File: src/rtl/exe_mem_req_unit.sv
// exe_mem_req_unit
// Issues the data-memory request for a load/store sitting in the EXE stage.
// A valid memory op becomes exactly one SRAM-like request. The request is held
// until the bus accepts it with addr_ok. Byte strobes and replicated write data
// are generated for any XLEN (32 or 64).
// The block also tracks accepted-but-unanswered requests, flags misaligned or
// illegal-size accesses (ale), and cancels requests that a flush overtook.
//
// Ports
//   clk, reset            clock (rising edge), asynchronous active-high reset
//   es_valid/es_mem_en    EXE holds a valid load/store
//   es_mem_we, es_size    store flag, access size (0=B 1=H 2=W 3=D)
//   es_addr, es_st_data   effective address and store source value
//   es_leave, flush       instruction leaves EXE / is killed this cycle
//   mem_ready_go          EXE may advance
//   ale                   address-alignment / illegal-size exception
//   data_sram_*           SRAM-like request bus (req/wr/size/addr/wstrb/wdata,
//                         addr_ok and data_ok handshakes)
//   ms_addr_lo            address LSBs forwarded to MEM for load extraction
//   req_cancel            1-cycle pulse: MEM drops the next unclaimed response
//   outst_cnt             accepted requests still awaiting data_ok
module exe_mem_req_unit #(
  parameter int XLEN      = 32,
  parameter int ADDR_W    = 32,
  parameter int MAX_OUTST = 2
) (
  input  logic                          clk,
  input  logic                          reset,
  input  logic                          es_valid,
  input  logic                          es_mem_en,
  input  logic                          es_mem_we,
  input  logic [1:0]                    es_size,
  input  logic [ADDR_W-1:0]             es_addr,
  input  logic [XLEN-1:0]               es_st_data,
  input  logic                          es_leave,
  input  logic                          flush,
  output logic                          mem_ready_go,
  output logic                          ale,
  output logic                          data_sram_req,
  output logic                          data_sram_wr,
  output logic [1:0]                    data_sram_size,
  output logic [ADDR_W-1:0]             data_sram_addr,
  output logic [XLEN/8-1:0]             data_sram_wstrb,
  output logic [XLEN-1:0]               data_sram_wdata,
  input  logic                          data_sram_addr_ok,
  input  logic                          data_sram_data_ok,
  output logic [$clog2(XLEN/8)-1:0]     ms_addr_lo,
  output logic                          req_cancel,
  output logic [2:0]                    outst_cnt
);

  localparam int         BYTES    = XLEN / 8;
  localparam int         OFF_W    = $clog2(BYTES);
  localparam logic [1:0] MAX_SIZE = 2'(OFF_W);
  localparam logic [2:0] MAX_CNT  = 3'(MAX_OUTST);

  typedef enum logic [1:0] {IDLE, REQ, DRAIN, DONE} state_e;

  state_e             state_q, state_d;
  logic [2:0]         cnt_q, cnt_d;
  logic               cancel_q, cancel_d;

  logic               mem_op;
  logic               start;
  logic [OFF_W-1:0]   addr_lo;
  logic [2:0]         align_mask;
  logic [7:0]         size_strb;
  logic [BYTES-1:0]   base_strb;

  assign mem_op     = es_valid & es_mem_en;
  assign addr_lo    = es_addr[OFF_W-1:0];
  assign ms_addr_lo = addr_lo;

  // Per-size low-address mask (alignment) and unshifted strobe pattern.
  always_comb begin
    align_mask = 3'b000;
    size_strb  = 8'h01;
    case (es_size)
      2'd0:    begin align_mask = 3'b000; size_strb = 8'h01; end
      2'd1:    begin align_mask = 3'b001; size_strb = 8'h03; end
      2'd2:    begin align_mask = 3'b011; size_strb = 8'h0F; end
      default: begin align_mask = 3'b111; size_strb = 8'hFF; end
    endcase
  end

  assign base_strb = size_strb[BYTES-1:0];

  // A size wider than the data path is as illegal as a misaligned address.
  assign ale   = mem_op & ((es_size > MAX_SIZE) | (|(addr_lo & align_mask[OFF_W-1:0])));
  assign start = mem_op & ~ale & ~flush & (cnt_q < MAX_CNT);

  assign data_sram_wr    = es_mem_we;
  assign data_sram_size  = es_size;
  assign data_sram_addr  = es_addr;
  assign data_sram_wstrb = es_mem_we ? (base_strb << addr_lo) : '0;

  // Replicate the size-wide LSB chunk so every byte lane carries it.
  always_comb begin
    data_sram_wdata = es_st_data;
    case (es_size)
      2'd0:    data_sram_wdata = {BYTES{es_st_data[7:0]}};
      2'd1:    data_sram_wdata = {(BYTES/2){es_st_data[15:0]}};
      2'd2:    data_sram_wdata = {(BYTES/4){es_st_data[31:0]}};
      default: data_sram_wdata = es_st_data;
    endcase
  end

  // State, outstanding counter and cancel pulse registers.
  always_ff @(posedge clk or posedge reset) begin
    if (reset) begin
      state_q  <= IDLE;
      cnt_q    <= 3'd0;
      cancel_q <= 1'b0;
    end else begin
      state_q  <= state_d;
      cnt_q    <= cnt_d;
      cancel_q <= cancel_d;
    end
  end

  // Next-state logic. A flush after acceptance still lets the request complete
  // on the bus; MEM is told to discard its response through req_cancel.
  always_comb begin
    state_d = state_q;
    case (state_q)
      IDLE:  if (start) state_d = REQ;
      REQ: begin
        if (data_sram_addr_ok)  state_d = flush ? IDLE : DONE;
        else if (flush)         state_d = DRAIN;
      end
      DRAIN: if (data_sram_addr_ok) state_d = IDLE;
      DONE:  if (flush || es_leave) state_d = IDLE;
      default: state_d = IDLE;
    endcase
  end

  // Outputs and the cancel request that becomes a pulse one cycle later.
  always_comb begin
    data_sram_req = (state_q == REQ) || (state_q == DRAIN);
    mem_ready_go  = ~mem_op | ale | (state_q == DONE);
    cancel_d      = 1'b0;
    case (state_q)
      REQ:     cancel_d = flush & data_sram_addr_ok;
      DRAIN:   cancel_d = data_sram_addr_ok;
      DONE:    cancel_d = flush;
      default: cancel_d = 1'b0;
    endcase
  end

  // A data_ok with nothing outstanding is ignored so the count cannot wrap.
  always_comb begin
    logic inc, dec;
    inc   = data_sram_req & data_sram_addr_ok;
    dec   = data_sram_data_ok & (cnt_q != 3'd0);
    cnt_d = cnt_q;
    if (inc && !dec)      cnt_d = cnt_q + 3'd1;
    else if (dec && !inc) cnt_d = cnt_q - 3'd1;
  end

  assign req_cancel = cancel_q;
  assign outst_cnt  = cnt_q;

endmodule
File: config.mk
export PLATFORM = sky130hd
export DESIGN_NAME = exe_mem_req_unit
export DESIGN_NICKNAME = d
export VERILOG_FILES = /design/src/rtl/exe_mem_req_unit.sv
export SDC_FILE = /design/constraint.sdc
export NUM_CORES = 1
export LEC_CHECK = 0
export BUFFER_PORTS_ARGS = -buffer_cell sky130_fd_sc_hd__buf_2
export CAP_MARGIN = 20
export CORE_MARGIN = 2
export CORE_UTILIZATION = 35
export CTS_CLUSTER_DIAMETER = 50
export DETAILED_ROUTE_END_ITERATION = 10
export GPL_TIMING_DRIVEN = 0
export PLACE_DENSITY = 0.95
export REMOVE_ABC_BUFFERS = 1
export SETUP_SLACK_MARGIN = 0.2
export SKIP_LAST_GASP = 1
export SYNTH_ARGS = -nofsm -noshare
export SYNTH_HDL_FRONTEND = slang
export SYNTH_SLANG_ARGS = --single-unit
File: constraint.sdc
create_clock -name clk -period 4.65 [get_ports clk]
set_clock_uncertainty 0.05 [all_clocks]
set_input_delay 0.6975 -clock clk [delete_from_list [all_inputs] [get_ports clk]]
set_output_delay 0.6975 -clock clk [all_outputs]
set_load 0.02 [all_outputs]
==> summary.txt <==
EDFF count, synth: 0
Number of global-route vias before repair: 1,133
Post-CTS Hold Buffers: 0
Final nets: 279
Placement Rows: 21
PostCTS Resize Cnt: 0
CTS clk-pin slew, worst paths: 50 ps
Syn Area/Cell: 8.29 um^2
Switching Share: 0.491
Library cells used by synthesis: 32
Final Hold Fails: 0
Leading area contributor after synthesis: buf_4
Met3 wire len: 978 um
Final period utilization: 0.589
Seq pwr share: 0.216
Via/cell ratio: 4.95
Setup crit end kind: primary output
Sequence of cells on the critical path: buf_2 -> nor2_2 -> mux2_2 -> buf_2
Root buf cell: clkbuf_4
First-pass GRT wire length: 6.20 mm
Startpoint types: input pin
Reg-to-reg startpoint: state_q[0]$_DFFE_PP0P_
CP Data Arrival Time: 1990 ps
Slew headroom: 0.636
GR Overflow Total: 0
I/O pin count: 155
Residual DRC: 0
Worst vdd ir: 0.105 mV
Share of layout cells above drive strength 1: 0.600
Max Cap Viol: 0
Initial Utilization: 0.365
Top cells by area, synth: buf_4, mux2_2, dfrtp_1
CP max stage cell: nor2_2
Total CTS buffers: 3
Start point of the critical path: es_size[1]
Commonest non-fill, non-tap cell in the layout: buf_2
CP Class: in -> out
Post-Syn Area: 1220 um^2
Pin count of the biggest net entering global routing: 30
Crit Path Max Fanout: 29
RSZ-0062 raised after global routing: no
Combinational share of power: 0.690
Synth Warn #: 0
Core area: 3340 um^2
Commonest cells after routing, fill and taps aside: buf_2, nand2_1, mux2_2
Fill count: 345
CTS H-tree lvls: 1
Initial antenna violation count: 0
Dpl hpwl: 3.68 mm
Routed Antenna Nets: 0
Post-CTS Setup Repair Bufs: 0
Total wire length: 4.34 mm
Seq/Total Area, Yosys: 0.123
Critical Path Max Stage Delay: 450 ps
Worst skew pair latency: 250 ps
CTS Sinks: 6
Register bit total from synthesis: 6
Actual slew at the worst max-slew pin: 546 ps
Overall Power: 509 uW
WP data required: 3900 ps
DRT Pass-1 Iters: 4
Clock buffer depth: 2
Status: finished, final reports clean
Pwr/cell area: 362 nW/um^2
CTS tree: done
WL/cell: 18.0 um
Ys flop type: dfrtp_1
Initial drt markers: 81
# setup viols final: 0
Max Used Layer: met5
Post-synthesis cell count: 147
F_max: 365 MHz
Chip Width: 63.0 um
Wl on met1: 1.50 mm
Area of the die: 3970 um^2
Most frequent CP cell: buf_2
Antenna Cells: 0
GRT Resource Usage Total: 0.212
Slew Limit Fails: 0
Routability Congestion: 0.796
Sw Pwr: 250 uW
Die Y: 63.0 um
Setup_tns: 0 ps
Worst Reg-to-Reg Cells: 7
Synth top area share: 0.277
Number of port buffers: 94
Hold Path Class: in -> async
Internal Power: 259 uW
Via count: 1,192
Leak pwr: 0.774 nW
Async SR Flop Fraction: 1.00
P&R area growth vs syn: 15.4%
Min cycle time layout: 2740 ps
Clk network pwr share: 0.094
Metal2 WL: 1.80 mm
==> path summary, 6_finish.rpt <==
| check | end | slack, ps |
|---|---|---|
| setup / recovery | data_sram_wdata[8] | 1910 |
| hold / removal | req_cancel$_DFF_PP0_ | 300 |
| setup reg to reg | outst_cnt[1]$_DFFE_PP0P_ | 2480 |
| hold reg to reg | outst_cnt[2]$_DFFE_PP0P_ | 480 |
| max in group asynchronous | outst_cnt[1]$_DFFE_PP0P_ | 4060 |
| min in group clk | outst_cnt[2]$_DFFE_PP0P_ | 480 |
==> cell usage after synthesis (3+ instances only) <==
cell	count
nor3b_1	3
buf_4	45
mux2i_1	10
nor3_1	3
ha_1	6
inv_1	7
nor2_1	3
mux2_2	15
dfrtp_1	6
nand2_1	15
o21ai_1	8
==> metrics by stage <==
stage / setup slack [ps] / hold slack, ps / cells / area [um^2] / util
global route: 1810 / 290 / 241 / 1410 / 0.421
detailed placement: 1870 / 478 / 238 / 1380 / 0.415
CTS: 1880 / 311 / 241 / 1410 / 0.421
finish: 1910 / 300 / 241 / 1410 / 0.421
floorplan: 2500 / 438 / 98 / 856 / -
global placement: 1900 / 475 / 238 / 1380 / 0.415
==> sequential cells by signal, indices dropped and copies added (netlist names) <==
register,cells
outst_cnt,3
req_cancel,1
state_q,2
==> worst max-delay path: cells and delay by family <==
| family | cells | cell delay (ps) |
|---|---|---|
| muxes | 1 | 390 |
| buffers and inverters | 2 | 440 |
| and+or+nand+nor | 1 | 450 |
==> power by group through the flow <==
stage,combinational [mW],clock (mW),sequential (mW)
after floorplan,0.208,0,0.125
after global placement,0.332,0,0.109
after detailed placement,0.348,0,0.111
after CTS,0.351,0.0472,0.111
after global routing,0.385,0.0548,0.115
final,0.351,0.0479,0.110
==> layout make-up <==
class                           count  area (um^2)  share of cell area
Clock buffer                        3         22.5              0.0160
Inverter                            7         26.3              0.0187
Multi-Input combinational cell     85          679               0.483
Sequential cell                     6          150               0.107
Tap cell                           46         57.6              0.0409
Timing Repair Buffer               94          470               0.335
==> layer usage <==
metal / global-route usage / vias up
met5: 0.0694 / -
met4: 0.0500 / 2
met3: 0.191 / 5
met2: 0.318 / 128
met1: 0.213 / 507
li1: - / 550
==> logic make-up after synthesis <==
family          count (synthesis)  synth area share
compound gates                 19            0.0986
xor+xnor                        3            0.0216
fa+ha+maj                       7            0.0780
buf+inv                        56             0.319
flops                           6             0.123
mux                            27             0.239
simple gates                   29             0.120
Power figures use the tool's default switching activity.
